[src/rtl/ram_arbiter.sv]
// ram_arbiter: round-robin arbiter that shares one single-port 16 x 16-bit RAM
// between an instruction-fetch port (A) and a data load/store port (B).
//
// Ports
//   clk, rst                    clock, synchronous active-high reset
//   a_req/a_we/a_addr/a_wdata   port A request; held stable until a_ack
//   a_ack                       port A access performed this cycle
//   a_rdata/a_rvalid            port A captured read data + one-cycle valid
//   b_*                         same set for port B
//   ram_wr_en/ram_rd_en         RAM strobes (only master of these pins)
//   ram_addr/ram_data_in        RAM address and write data
//   ram_data_out                RAM read data, combinational from address
//   busy                        arbiter is serving a port this cycle
module ram_arbiter #(
  parameter int DW = 16,
  parameter int AW = 4
) (
  input  logic          clk,
  input  logic          rst,
  input  logic          a_req,
  input  logic          a_we,
  input  logic [AW-1:0] a_addr,
  input  logic [DW-1:0] a_wdata,
  output logic          a_ack,
  output logic [DW-1:0] a_rdata,
  output logic          a_rvalid,
  input  logic          b_req,
  input  logic          b_we,
  input  logic [AW-1:0] b_addr,
  input  logic [DW-1:0] b_wdata,
  output logic          b_ack,
  output logic [DW-1:0] b_rdata,
  output logic          b_rvalid,
  output logic          ram_wr_en,
  output logic          ram_rd_en,
  output logic [AW-1:0] ram_addr,
  output logic [DW-1:0] ram_data_in,
  input  logic [DW-1:0] ram_data_out,
  output logic          busy
);

  typedef enum logic [1:0] {IDLE, SERVE_A, SERVE_B} state_e;

  localparam logic LAST_A = 1'b0;
  localparam logic LAST_B = 1'b1;

  state_e        state_q, state_d;
  logic          last_q, last_d;
  logic [DW-1:0] a_rdata_q, b_rdata_q;
  logic          a_rvalid_q, b_rvalid_q;
  logic          ra, rb;

  // Next-state: the port served in the current cycle is masked so its
  // requester has one cycle to drop req after seeing ack.
  always_comb begin
    ra      = a_req & (state_q != SERVE_A);
    rb      = b_req & (state_q != SERVE_B);
    state_d = IDLE;
    last_d  = last_q;
    if (ra && rb)  state_d = (last_q == LAST_B) ? SERVE_A : SERVE_B;
    else if (ra)   state_d = SERVE_A;
    else if (rb)   state_d = SERVE_B;
    if (state_d == SERVE_A) last_d = LAST_A;
    if (state_d == SERVE_B) last_d = LAST_B;
  end

  always_ff @(posedge clk) begin
    if (rst) begin
      state_q    <= IDLE;
      last_q     <= LAST_B;
      a_rdata_q  <= '0;
      b_rdata_q  <= '0;
      a_rvalid_q <= 1'b0;
      b_rvalid_q <= 1'b0;
    end else begin
      state_q    <= state_d;
      last_q     <= last_d;
      // Capture at the edge that closes a read slot; rdata holds otherwise.
      a_rvalid_q <= (state_q == SERVE_A) & ~a_we;
      b_rvalid_q <= (state_q == SERVE_B) & ~b_we;
      if ((state_q == SERVE_A) && !a_we) a_rdata_q <= ram_data_out;
      if ((state_q == SERVE_B) && !b_we) b_rdata_q <= ram_data_out;
    end
  end

  // RAM pin mux. Strobes and acks are gated by rst so a reset landing in the
  // middle of a serve slot can never commit a write.
  always_comb begin
    ram_wr_en   = 1'b0;
    ram_rd_en   = 1'b0;
    ram_addr    = '0;
    ram_data_in = '0;
    a_ack       = 1'b0;
    b_ack       = 1'b0;
    unique case (state_q)
      SERVE_A: begin
        ram_addr    = a_addr;
        ram_data_in = a_wdata;
        ram_wr_en   = a_we & ~rst;
        ram_rd_en   = ~a_we & ~rst;
        a_ack       = ~rst;
      end
      SERVE_B: begin
        ram_addr    = b_addr;
        ram_data_in = b_wdata;
        ram_wr_en   = b_we & ~rst;
        ram_rd_en   = ~b_we & ~rst;
        b_ack       = ~rst;
      end
      default: ;
    endcase
  end

  assign a_rdata  = a_rdata_q;
  assign b_rdata  = b_rdata_q;
  assign a_rvalid = a_rvalid_q;
  assign b_rvalid = b_rvalid_q;
  assign busy     = (state_q != IDLE);

endmodule

[config.mk]
export PLATFORM = sky130hd
export DESIGN_NAME = ram_arbiter
export DESIGN_NICKNAME = d
export VERILOG_FILES = /design/src/rtl/ram_arbiter.sv
export SDC_FILE = /design/constraint.sdc
export NUM_CORES = 1
export LEC_CHECK = 0
export BUFFER_PORTS_ARGS = -buffer_cell sky130_fd_sc_hd__clkbuf_2
export CELL_PAD_IN_SITES_DETAIL_PLACEMENT = 2
export CELL_PAD_IN_SITES_GLOBAL_PLACEMENT = 2
export CORE_UTILIZATION = 23
export DETAILED_ROUTE_END_ITERATION = 10
export GPL_ROUTABILITY_DRIVEN = 0
export PLACE_DENSITY_LB_ADDON = 0.15
export SLEW_MARGIN = 20
export SYNTH_ARGS = -nofsm -noshare
export SYNTH_HDL_FRONTEND = slang
export SYNTH_SLANG_ARGS = --single-unit
[constraint.sdc]
create_clock -name clk -period 1.8 [get_ports clk]
set_clock_uncertainty 0.15 [all_clocks]
set_input_delay 0.36 -clock clk [delete_from_list [all_inputs] [get_ports clk]]
set_output_delay 0.36 -clock clk [all_outputs]
set_load 0.02 [all_outputs]
==> results of run 1 <==
## synth_stat cells
cell type  instances
buf_4              1
clkbuf_1           6
a22oi_1           20
nor3_1             1
nor2_1             2
buf_6              4
nor4b_2            1
ha_1               3
nor2b_1           23
and3b_1            2
dfxtp_1           37
and2b_1            1
nor3b_1            2
inv_1              3
mux2i_1           33
buf_2              6
nand2b_1          51
a211o_1            1
## flip-flops by register name (all words and copies together) (netlist names)
name      flops
a_rdata      16
b_rvalid      1
last_q        1
b_rdata      16
a_rvalid      1
state_q       2
## worst paths after layout
path,cells after the start,to,slack (ns),from
worst min-delay path,3,state_q[0],0.19,a_req
worst max register to register,8,a_rdata[11],0,state_q[0]
worst max-delay path,5,ram_data_in[10],-0.22,state_q[1]
worst min register to register,2,b_rdata[2],0.33,b_rdata[2]
## placed cells by master (no fill, tap or decap), types with 2 or more instances in the layout
cell        n
clkbuf_2   96
nand2b_1   51
dfxtp_1    35
mux2i_1    32
a22oi_2    20
buf_4      16
nor2b_1    12
buf_6      10
clkbuf_8    9
nor2b_4     6
buf_12      6
nor2b_2     5
ha_4        3
clkbuf_16   3
inv_4       2
and3b_1     2
nor2_1      2
buf_8       2
## per-layer routing
metal	GRT usage [%]	vias to the layer above
met5	0	-
met1	15.2	908
met4	3.46	0
met2	25.6	87
met3	4.47	2
li1	-	915
## critical path: cells and delay by family (launching register included)
family	cells	cell delay, ns
flops	1	0.38
fa+ha+maj	1	0.32
simple gates	1	0.15
buf+inv	3	0.37
## logic make-up after synthesis
logic type | Yosys count
AO/OA/AOI/OAI | 21
adder cells (fa/ha/maj) | 3
buffers and inverters | 20
flip-flops | 37
multiplexers | 33
AND/OR/NAND/NOR | 83
## through the flow
step	hold slack, ns	worst slack (ns)	instance area (um2)	instances
floorplan	0.302	0.0689	1920	197
global placement	0.309	0.0571	2680	412
detailed placement	0.321	-0.0000183	2680	412
CTS	0.178	-0.205	3010	422
global route	0.190	-0.275	3260	427
finish	0.191	-0.216	3260	427
## power by group through the flow
stage	logic (mW)	clock network [mW]	registers, mW
6_report	0.567	0.740	0.862
3_3_place_gp	0.416	0	0.878
4_1_cts	0.473	0.774	0.863
5_1_grt	0.609	0.803	0.866
2_1_floorplan	0.211	0	0.904
3_5_place_dp	0.420	0	0.879
## layout make-up
| cell class | count | share of cell area [%] |
|---|---|---|
| clock buffer | 7 | 2.65 |
| clock inverter | 1 | 0.920 |
| inverter | 3 | 0.498 |
| multi-input combinational | 140 | 38.9 |
| sequential | 37 | 22.9 |
| tap | 102 | 3.91 |
| timing repair buffer | 137 | 30.3 |
## what timing repair did
| action | 4_1_cts | 5_1_grt |
|---|---|---|
| hold endpoints to repair | 0 | 0 |
| endpoints found under the setup margin | 24 | 24 |
| pin swaps | 4 | 12 |
| setup buffers | 2 | 1 |
| gates cloned | 0 | 4 |
| resized for setup | 51 | 59 |
==> summary.txt, run 1 <==
Outcome
  • Outcome: complete, but fails checks
  • Failing checks: negative setup slack

Synth
  • Adder-cell area share of the yosys netlist: 1.96%
  • #FFs+latches synth: 37
  • XOR/XNOR Fraction of Synth Area: 0%
  • Synthesized Nets: around 260
  • Leading area contributor after synthesis: dfxtp_1
  • Register area share after synthesis: 38.7%
  • Synth Warn #: 0
  • Syn Inst Count: 197
  • Largest cells by area after synthesis: dfxtp_1, mux2i_1, nand2b_1
  • Syn avg cell area: 9.72 um2
  • Synth cell types: 18
  • Multiplexer share of the synthesized area: 17.3%
  • Post-Synthesis Cell Area: 0.00191 mm2
  • Largest family of logic cells by synthesized area: simple AND/OR/NAND/NOR gates
  • Yosys top cell area share: 38.7%
  • Synth Area in Simple Gates: 27.7%
  • Compound-Gate Fraction of Synth Area: under 10%

Setup path
  • Slowest CP cell: dfxtp_4
  • Nature of the critical path endpoint: output port
  • Max Fanout on Critical Path: 6
  • Worst EP arrival: 1.51 ns
  • CP startpoint kind: flop
  • CP Class: flop to output port
  • Max incr delay on CP: 0.38 ns
  • Worst EP required: 1.29 ns
  • Cells along the critical path: inv_4, ha_4, clkbuf_16, nor2b_1, buf_4

Drt
  • Via Count: around 1900
  • 1st-pass router iterations: 4
  • DRC: 0
  • Uppermost routed layer: met4
  • Met3 wire length: 575 um
  • Post-DRT Antenna Nets: 0
  • Drt total wl: 6.55 mm
  • Drt wl/cell: 15.3 um
  • Met1 Wirelength: around 2.6 mm
  • Drt initial violations: 25
  • Routed met2 length: 3.35 mm
  • Via density: ~4.5

Power
  • Logic pwr share: around a quarter
  • Switching fraction of total power: between 20% and 30%
  • Worst VDD drop: 350 uV
  • Seq pwr share: 39.7%
  • Leakage: 1.49 nW
  • P_sw: 567 uW
  • Internal power: ~1.6 mW
  • Pwr Density: 665 mW/mm2
  • Power Total: 2.17 mW
  • Clock share of power: 34.1%

Layout
  • Nets@finish: 389
  • Antenna cell count: 0
  • Share of cells above drive strength 1: 56.9%
  • Area of the multi-input gates: 0.00127 mm2
  • Util after Layout: between 40 and 50%
  • Register area: 746 um2
  • P&R area growth vs syn: 70.5%
  • Fill cells: between 800 and 900

STA
  • Worst setup margin: -0.216 ns
  • Final period util: 112%
  • Least-Margin Pin Slew: around 0.25 ns
  • Max-slew violation count: 0
  • Final setup fails: 26
  • Fin. Hold Viols: 0
  • Slew HR: 83.0%
  • Setup total negative slack: -3.69 ns
  • Peak Freq: ~0.50 GHz
  • RSZ-0062 raised after global routing: true
  • Final period demand of the worst path: 2.02 ns

Clock tree
  • TritonCTS clock tree: done
  • Maximum level of the CTS H-tree: 2
  • Num CTS Buffers: 5
  • Clock-pin slew on the worst setup and hold paths: 0.07 ns
  • Clock Latency Late Sink: approximately 0.28 ns
  • Hold buffer count at cts: 0
  • Total clock sinks: 37
  • CTS root buf: clkbuf_8
  • Longest Clk Path Bufs: 2

Placement
  • IO buf count: 120
  • DP HPWL: between 4 and 5 mm

Floorplan
  • Die area: 0.00869 mm2
  • Initial Util: 24.3%
  • Core Region: 0.00789 mm2
  • Die H: approximately 93 um
  • Die width: 93.2 um
  • FP Rows: 32
  • I/O pin cnt: 121

Job
  • Max-Cap Viols: 0

GRT
  • Largest net degree at the start of global routing: between 40 and 50
  • First-pass GRT wire length: 9.47 mm
  • Initial antenna violation count: 0
  • Tot GR Track Use: 13.8%
  • Total congestion overflow: 0
  • Vias in the first global route: roughly 1900

Min path
  • Worst Hold Class: primary input to flop
Note: power is estimated with default switching activity, not from simulation.
==> inputs of run 2 (changes only) <==
==> constraint.sdc (replaced) <==
create_clock -name clk -period 1.8 [get_ports clk]
set_clock_uncertainty 0.15 [all_clocks]
set_input_delay 0.45 -clock clk [delete_from_list [all_inputs] [get_ports clk]]
set_output_delay 0.45 -clock clk [all_outputs]
set_load 0.02 [all_outputs]
==> run 2 against run 1 <==
Highest routed layer unchanged. Critical endpoint is now ram_data_in[2]. Final cell count decreased by 0.94%. Design area decreased by 4.9%. Register-to-register slack improved by 0.22 ns. The run still ends with negative setup slack left. Setup slack got worse by 0.060 ns. Critical path depth increased by 1. Via count decreased by 0.99%. Clock power decreased by 23%.
==> summary.txt, run 2 (same netlist as run 1, synthesis figures left out) <==
Outcome
  • Outcome: complete, but fails checks
  • Failing checks: negative setup slack

Floorplan
  • Core Region: 0.00789 mm2 (unchanged)
  • Die area: 0.00869 mm2 (unchanged)
  • Die H: 93.2 um (unchanged)
  • FP Rows: 32 (unchanged)
  • Initial Util: 24.3% (unchanged)
  • I/O pin cnt: 121 (unchanged)
  • Die width: 93.2 um (unchanged)

GRT
  • Met1 usage: 16.1% (+0.92 points)
  • First-pass GRT wire length: 10.2 mm (+7.8%)
  • Global routing usage on met3: 5.61% (+1.1 points)
  • Vias in the first global route: 1970 (+1.8%)
  • Largest net degree at the start of global routing: 35 (-26%)
  • Total congestion overflow: 0 (unchanged)
  • Grt met2 use: 28.1% (+2.6 points)
  • Initial antenna violation count: 0 (unchanged)
  • Tot GR Track Use: 15.2% (+1.4 points)
  • GR peak layer: met2

Clock tree
  • CTS root buf: clkbuf_8
  • Longest Clk Path Bufs: 2 (unchanged)
  • Hold buffer count at cts: 0 (unchanged)
  • Clock-pin slew on the worst setup and hold paths: 0.08 ns (about the same)
  • Clock Latency Late Sink: 0.28 ns (about the same)
  • Total clock sinks: 37 (unchanged)
  • Maximum level of the CTS H-tree: 2 (unchanged)
  • Num CTS Buffers: 5 (unchanged)
  • TritonCTS clock tree: done

Setup path
  • Max Fanout on Critical Path: 25 (+19)
  • CP startpoint kind: flop
  • Worst EP arrival: 1.48 ns (-0.03 ns)
  • R2R cell count: 6 (-2)
  • Cells along the critical path: inv_4, ha_4, buf_12, a22oi_2, nor2b_2, buf_4
  • Reg-to-Reg End: a_rdata[6]
  • Family with the most delay on the worst path: flip-flops
  • Slowest CP cell: dfxtp_2
  • Nature of the critical path endpoint: output port
  • Worst EP required: 1.20 ns (-0.09 ns)
  • Max incr delay on CP: 0.38 ns (about the same)
  • Reg2reg start: state_q[1]
  • Crit path buf inv count: 3 (unchanged)
  • CP Class: flop to output port
  • R2R Setup Slk: 0.22 ns (+0.22 ns)

Drt
  • Drt wl/cell: 15.2 um (-1.1%)
  • Via Count: 1893 (-0.99%)
  • Drt total wl: 6.42 mm (-2.0%)
  • DRC: 0 (unchanged)
  • Via density: 4.48 (about the same)
  • Post-DRT Antenna Nets: 0 (unchanged)
  • 1st-pass router iterations: 3 (-1)
  • Drt initial violations: 17 (-32%)

Power
  • Power Total: 1.93 mW (-11%)
  • Leakage: 1.41 nW (-5.0%)
  • Pwr Density: 622 mW/mm2 (-6.4%)
  • Worst VDD drop: 341 uV (-2.4%)

Min path
  • Hold Crit Depth: 3 (unchanged)
  • Hold path startpoint: ram_data_out[15]
  • Worst Hold Class: primary input to flop
  • Hold EP: b_rdata[15]

Layout
  • Register area: 743 um2 (-0.34%)
  • Antenna cell count: 0 (unchanged)
  • Area of the multi-input gates: 0.00127 mm2 (about the same)
  • P&R area growth vs syn: 62.2%
  • Share of cells above drive strength 1: 59.8% (+2.9 points)
  • Fill cells: 891 (+0.11%)
  • Commonest non-fill, non-tap cell in the layout: clkbuf_2
  • Nets@finish: 385 (-1.0%)
  • Commonest non-fill, non-tap cells in the layout: clkbuf_2, nand2b_1, dfxtp_1

STA
  • Final period demand of the worst path: 2.08 ns (+0.0598 ns)
  • Slew HR: 78.6% (-4.4 points)
  • Final setup fails: 24 (-7.7%)
  • Setup total negative slack: -6.03 ns (-2.34 ns)
  • Peak Freq: 0.482 GHz (-2.9%)
  • Final period util: 115% (+3.3 points)
  • Least-Margin Pin Slew: 0.321 ns (+0.0663 ns)
  • RSZ-0062 raised after global routing: true
  • Max-slew violation count: 0 (unchanged)
  • Fin. Hold Viols: 0 (unchanged)
  • WHS: 0.266 ns (+0.0754 ns)
  • Worst setup margin: -0.276 ns (-0.0598 ns)

Placement
  • IO buf count: 120 (unchanged)
  • Worst slack at placement: -0.0871 ns (-0.0871 ns)
  • DP HPWL: 4.95 mm (+6.2%)

Job
  • Max-Cap Viols: 0 (unchanged)
run 2: cell count changes in the layout (fill, tap and decap cells not counted), moves of 2 or more:
cell and delta:
buf_6 -8, buf_12 -4, nor2b_1 -11, clkbuf_8 +4, buf_4 +3, clkbuf_4 +3
clkbuf_16 -3, clkinv_2 +2, nor2b_2 +15, nor2b_4 -4
run 2: final cells by class:
| type | count | share of cell area [%] |
|---|---|---|
| clock buffer | 6 | 2.34 |
| clock inverter | 2 | 0.322 |
| inverter | 3 | 0.443 |
| multi-input combinational | 140 | 40.9 |
| sequential | 37 | 23.9 |
| tap | 102 | 4.11 |
| timing repair buffer | 133 | 28.0 |
run 2: layer usage:
metal	routed length [um]	share of wire [%]
met5	0	0
met4	70	1.1
met3	673	10
met2	3240	50
met1	2430	38
run 2: how the worst max path moves through the flow:
| stage | startpoint | slack, ns | cells past startpoint | end |
|---|---|---|---|---|
| floorplan | state_q[0] | 0.03 | 5 | ram_rd_en |
| global placement | state_q[0] | -0.02 | 5 | ram_rd_en |
| detailed placement | state_q[0] | -0.09 | 5 | ram_rd_en |
| CTS | state_q[0] | -0.29 | 5 | ram_rd_en |
| global route | state_q[0] | -0.35 | 6 | ram_addr[2] |
| finish | state_q[0] | -0.28 | 6 | ram_data_in[2] |
run 2: worst register-to-register path, delay by kind of cell, from the launching register on:
kind	cells	cell delay [ns]
buffers and inverters	3	0.44
adder cells (fa/ha/maj)	1	0.19
flip-flops	1	0.33
AND/OR/NAND/NOR	1	0.17
multiplexers	1	0.23
run 2: through the flow:
| stage | cell area, um2 | util [%] | cells |
|---|---|---|---|
| global route | 3100 | 39.4 | 423 |
| global placement | 2700 | 34.2 | 413 |
| finish | 3100 | 39.4 | 423 |
| floorplan | 1970 | - | 197 |
| detailed placement | 2700 | 34.2 | 413 |
| CTS | 3090 | 39.1 | 423 |
run 2: report_power, final:
| part | switching, mW | total, mW | internal [mW] |
|---|---|---|---|
| registers | 0.0166 | 0.863 | 0.846 |
| logic | 0.244 | 0.500 | 0.256 |
| clock network | 0.300 | 0.568 | 0.269 |
| total | 0.561 | 1.93 | 1.37 |
run 2: what timing repair did:
action | 4_1_cts | 5_1_grt
resized for setup | 64 | 18
pin swaps | 10 | 0
buffers inserted | 1 | 0
cloned | 1 | 0
hold endpoints to repair | 0 | 0
endpoints found under the setup margin | 24 | 24
==> inputs of run 3 (changes only) <==
--- a/config.mk
+++ b/config.mk
@@ -12,5 +12,5 @@
 export DETAILED_ROUTE_END_ITERATION = 10
 export GPL_ROUTABILITY_DRIVEN = 0
-export PLACE_DENSITY_LB_ADDON = 0.15
+export PLACE_DENSITY = 0.77
 export SLEW_MARGIN = 20
 export SYNTH_ARGS = -nofsm -noshare
--- a/constraint.sdc
+++ b/constraint.sdc
@@ -3,3 +3,3 @@
 set_input_delay 0.45 -clock clk [delete_from_list [all_inputs] [get_ports clk]]
 set_output_delay 0.45 -clock clk [all_outputs]
-set_load 0.02 [all_outputs]
+set_load 0.005 [all_outputs]
==> run 3 against run 2 <==
The run still ends with negative setup slack left. Global-route usage up 0.060 points. First-iteration DRC count rose to 3.1 times the previous value. Worst hold slack better by 0.016 ns. Non-clock buffer count unchanged. Die area unchanged. Clock power down 1%. Routed wire length up 10%. Critical endpoint is now ram_addr[1].
==> summary.txt, run 3 (same netlist as run 1, synthesis figures left out) <==
Clock tree
  • Setup bufs post-CTS: 0 (-1)
  • Total clock sinks: 37 (unchanged)
  • Num CTS Buffers: 5 (unchanged)
  • TritonCTS clock tree: done
  • Maximum level of the CTS H-tree: 2 (unchanged)
  • Clock-pin slew on the worst setup and hold paths: 0.07 ns (about the same)
  • Longest Clk Path Bufs: 2 (unchanged)
  • CTS root buf: clkbuf_8
  • Clock Latency Late Sink: 0.28 ns (about the same)

Setup path
  • Max incr delay on CP: 0.36 ns (-0.02 ns)
  • Worst EP arrival: 1.47 ns (about the same)
  • R2R cell count: 5 (-1)
  • Family with the most delay on the worst path: buffers and inverters
  • R2R Setup Slk: 0.22 ns (about the same)
  • Worst EP required: 1.20 ns (about the same)
  • CP startpoint kind: flop
  • Slowest CP cell: dfxtp_2
  • Cells along the critical path: inv_2, ha_4, clkbuf_16, nor2b_1, buf_2
  • Reg2reg start: state_q[0]
  • Nature of the critical path endpoint: output port
  • Crit path buf inv count: 3 (unchanged)
  • Max Fanout on Critical Path: 10 (-60%)
  • Reg-to-Reg End: b_rdata[14]
  • CP Class: flop to output port

Layout
  • P&R area growth vs syn: 57.4%
  • Nets@finish: 385 (unchanged)
  • Util after Layout: 38.2% (-1.2 points)
  • Share of cells above drive strength 1: 55.5% (-4.4 points)
  • Design area: 0.00301 mm2 (-2.9%)
  • Fill cells: 907 (+1.8%)
  • Commonest non-fill, non-tap cells in the layout: clkbuf_2, nand2b_1, dfxtp_1
  • Commonest non-fill, non-tap cell in the layout: clkbuf_2
  • Antenna cell count: 0 (unchanged)

Outcome
  • Outcome: complete, but fails checks
  • Failing checks: negative setup slack

Drt
  • Via density: 4.57 (+2.1%)
  • Drt wl/cell: 16.7 um (+10%)
  • Drt total wl: 7.07 mm (+10%)
  • DRC: 0 (unchanged)
  • Drt initial violations: 53 (+36)
  • 1st-pass router iterations: 4 (+1)
  • Post-DRT Antenna Nets: 0 (unchanged)
  • Via Count: 1932 (+2.1%)

Placement
  • Placed cell area: 0.00268 mm2 (-0.93%)
  • IO buf count: 120 (unchanged)
  • DP HPWL: 5.12 mm (+3.3%)

Power
  • P_sw: 502 uW (-10%)
  • Internal power: 1.37 mW (+0.32%)
  • Seq pwr share: 46.0% (+1.3 points)
  • Switching fraction of total power: 26.7% (-2.3 points)
  • Worst VDD drop: 294 uV (-14%)
  • Pwr Density: 623 mW/mm2 (+0.13%)
  • Logic pwr share: 24.2% (-1.7 points)
  • Clock share of power: 29.9% (+0.5 points)
  • Leakage: 1.40 nW (-0.55%)

Floorplan
  • Initial Util: 24.3% (unchanged)
  • Core Region: 0.00789 mm2 (unchanged)
  • I/O pin cnt: 121 (unchanged)
  • Die H: 93.2 um (unchanged)
  • Die width: 93.2 um (unchanged)
  • Die area: 0.00869 mm2 (unchanged)
  • FP Rows: 32 (unchanged)

STA
  • RSZ-0062 raised after global routing: true
  • Least-Margin Pin Slew: 0.315 ns (-0.00591 ns)
  • Slew HR: 79.0% (+0.35 points)
  • Final period util: 115% (-0.34 points)
  • Final period demand of the worst path: 2.07 ns (-0.00606 ns)
  • Peak Freq: 0.483 GHz (+0.29%)
  • Max-slew violation count: 0 (unchanged)
  • Worst setup margin: -0.270 ns (+0.00606 ns)
  • Fin. Hold Viols: 0 (unchanged)
  • Final setup fails: 24 (unchanged)

GRT
  • First-pass GRT wire length: 10.3 mm (+0.80%)
  • Largest net degree at the start of global routing: 34 (-2.9%)
  • Initial antenna violation count: 0 (unchanged)
  • Total congestion overflow: 0 (unchanged)
  • Vias in the first global route: 2085 (+5.8%)
  • Tot GR Track Use: 15.3% (+0.060 points)

Min path
  • Hold EP: state_q[0]
  • Hold path startpoint: a_req
  • Worst Hold Class: primary input to flop
  • Hold Crit Depth: 3 (unchanged)

Job
  • Max-Cap Viols: 0 (unchanged)
-- run 3: cell count changes in the layout (fill, tap and decap cells not counted), sizes merged --
cell / before / now
clkinv: 2 / 0
buf: 25 / 21
clkbuf: 114 / 120
-- run 3: worst min-delay path: stages --
cell and delay [ns]:
clkbuf_2 0.09, nand2b_1 0.08, nor3_1 0.06
-- run 3: power groups by stage --
stage | combinational, mW | clock [mW] | sequential (mW)
2_1_floorplan | 0.183 | 0 | 0.879
3_3_place_gp | 0.357 | 0 | 0.878
3_5_place_dp | 0.371 | 0 | 0.880
4_1_cts | 0.398 | 0.598 | 0.863
5_1_grt | 0.493 | 0.615 | 0.866
6_report | 0.453 | 0.561 | 0.863
-- run 3: metal layers --
metal	track usage [%]	share of wire [%]	vias up	routed length (um)
met4	3.85	0.51	0	36
met3	6.10	10	4	727
met1	14.6	37	924	2630
met2	30.0	52	101	3680
met5	0	0	-	0
li1	-	-	903	-
-- run 3: cell type report --
cell class | instances | area (um2) | area share (%)
sequential | 37 | 746 | 24.8
clock buffer | 8 | 80.1 | 2.66
multi-input combinational | 140 | 1250 | 41.4
timing repair buffer | 133 | 800 | 26.5
inverter | 3 | 13.8 | 0.457
tap | 102 | 128 | 4.24
-- run 3: worst max path at each step --
stage / startpoint / to / slack (ns) / cells after the start
2_1_floorplan: state_q[0] / ram_addr[1] / 0.12 / 6
3_3_place_gp: state_q[0] / ram_wr_en / 0.01 / 5
3_5_place_dp: state_q[0] / ram_wr_en / -0.02 / 5
4_1_cts: state_q[0] / ram_rd_en / -0.25 / 5
5_1_grt: state_q[1] / ram_addr[1] / -0.34 / 5
6_report: state_q[1] / ram_addr[1] / -0.27 / 5
-- run 3: repair_timing --
item                       CTS  global route
gates resized for setup     21            33
setup endpoints to repair   24            24
hold buffers                 0             0
pin swaps                    2             4
cloned                       0             3
hold endpoints to repair     0             0
-- run 3: stage by stage --
step,hold slack [ns],std cells,power (mW),setup TNS (ns),setup WS (ns)
finish,0.282,423,1.88,-4.79,-0.270
global route,0.287,423,1.97,-6.41,-0.344
CTS,0.272,420,1.86,-5.19,-0.251
detailed placement,0.315,412,1.25,-0.0927,-0.0214
global placement,0.309,412,1.24,0,0.00955
floorplan,0.302,197,1.06,0,0.118
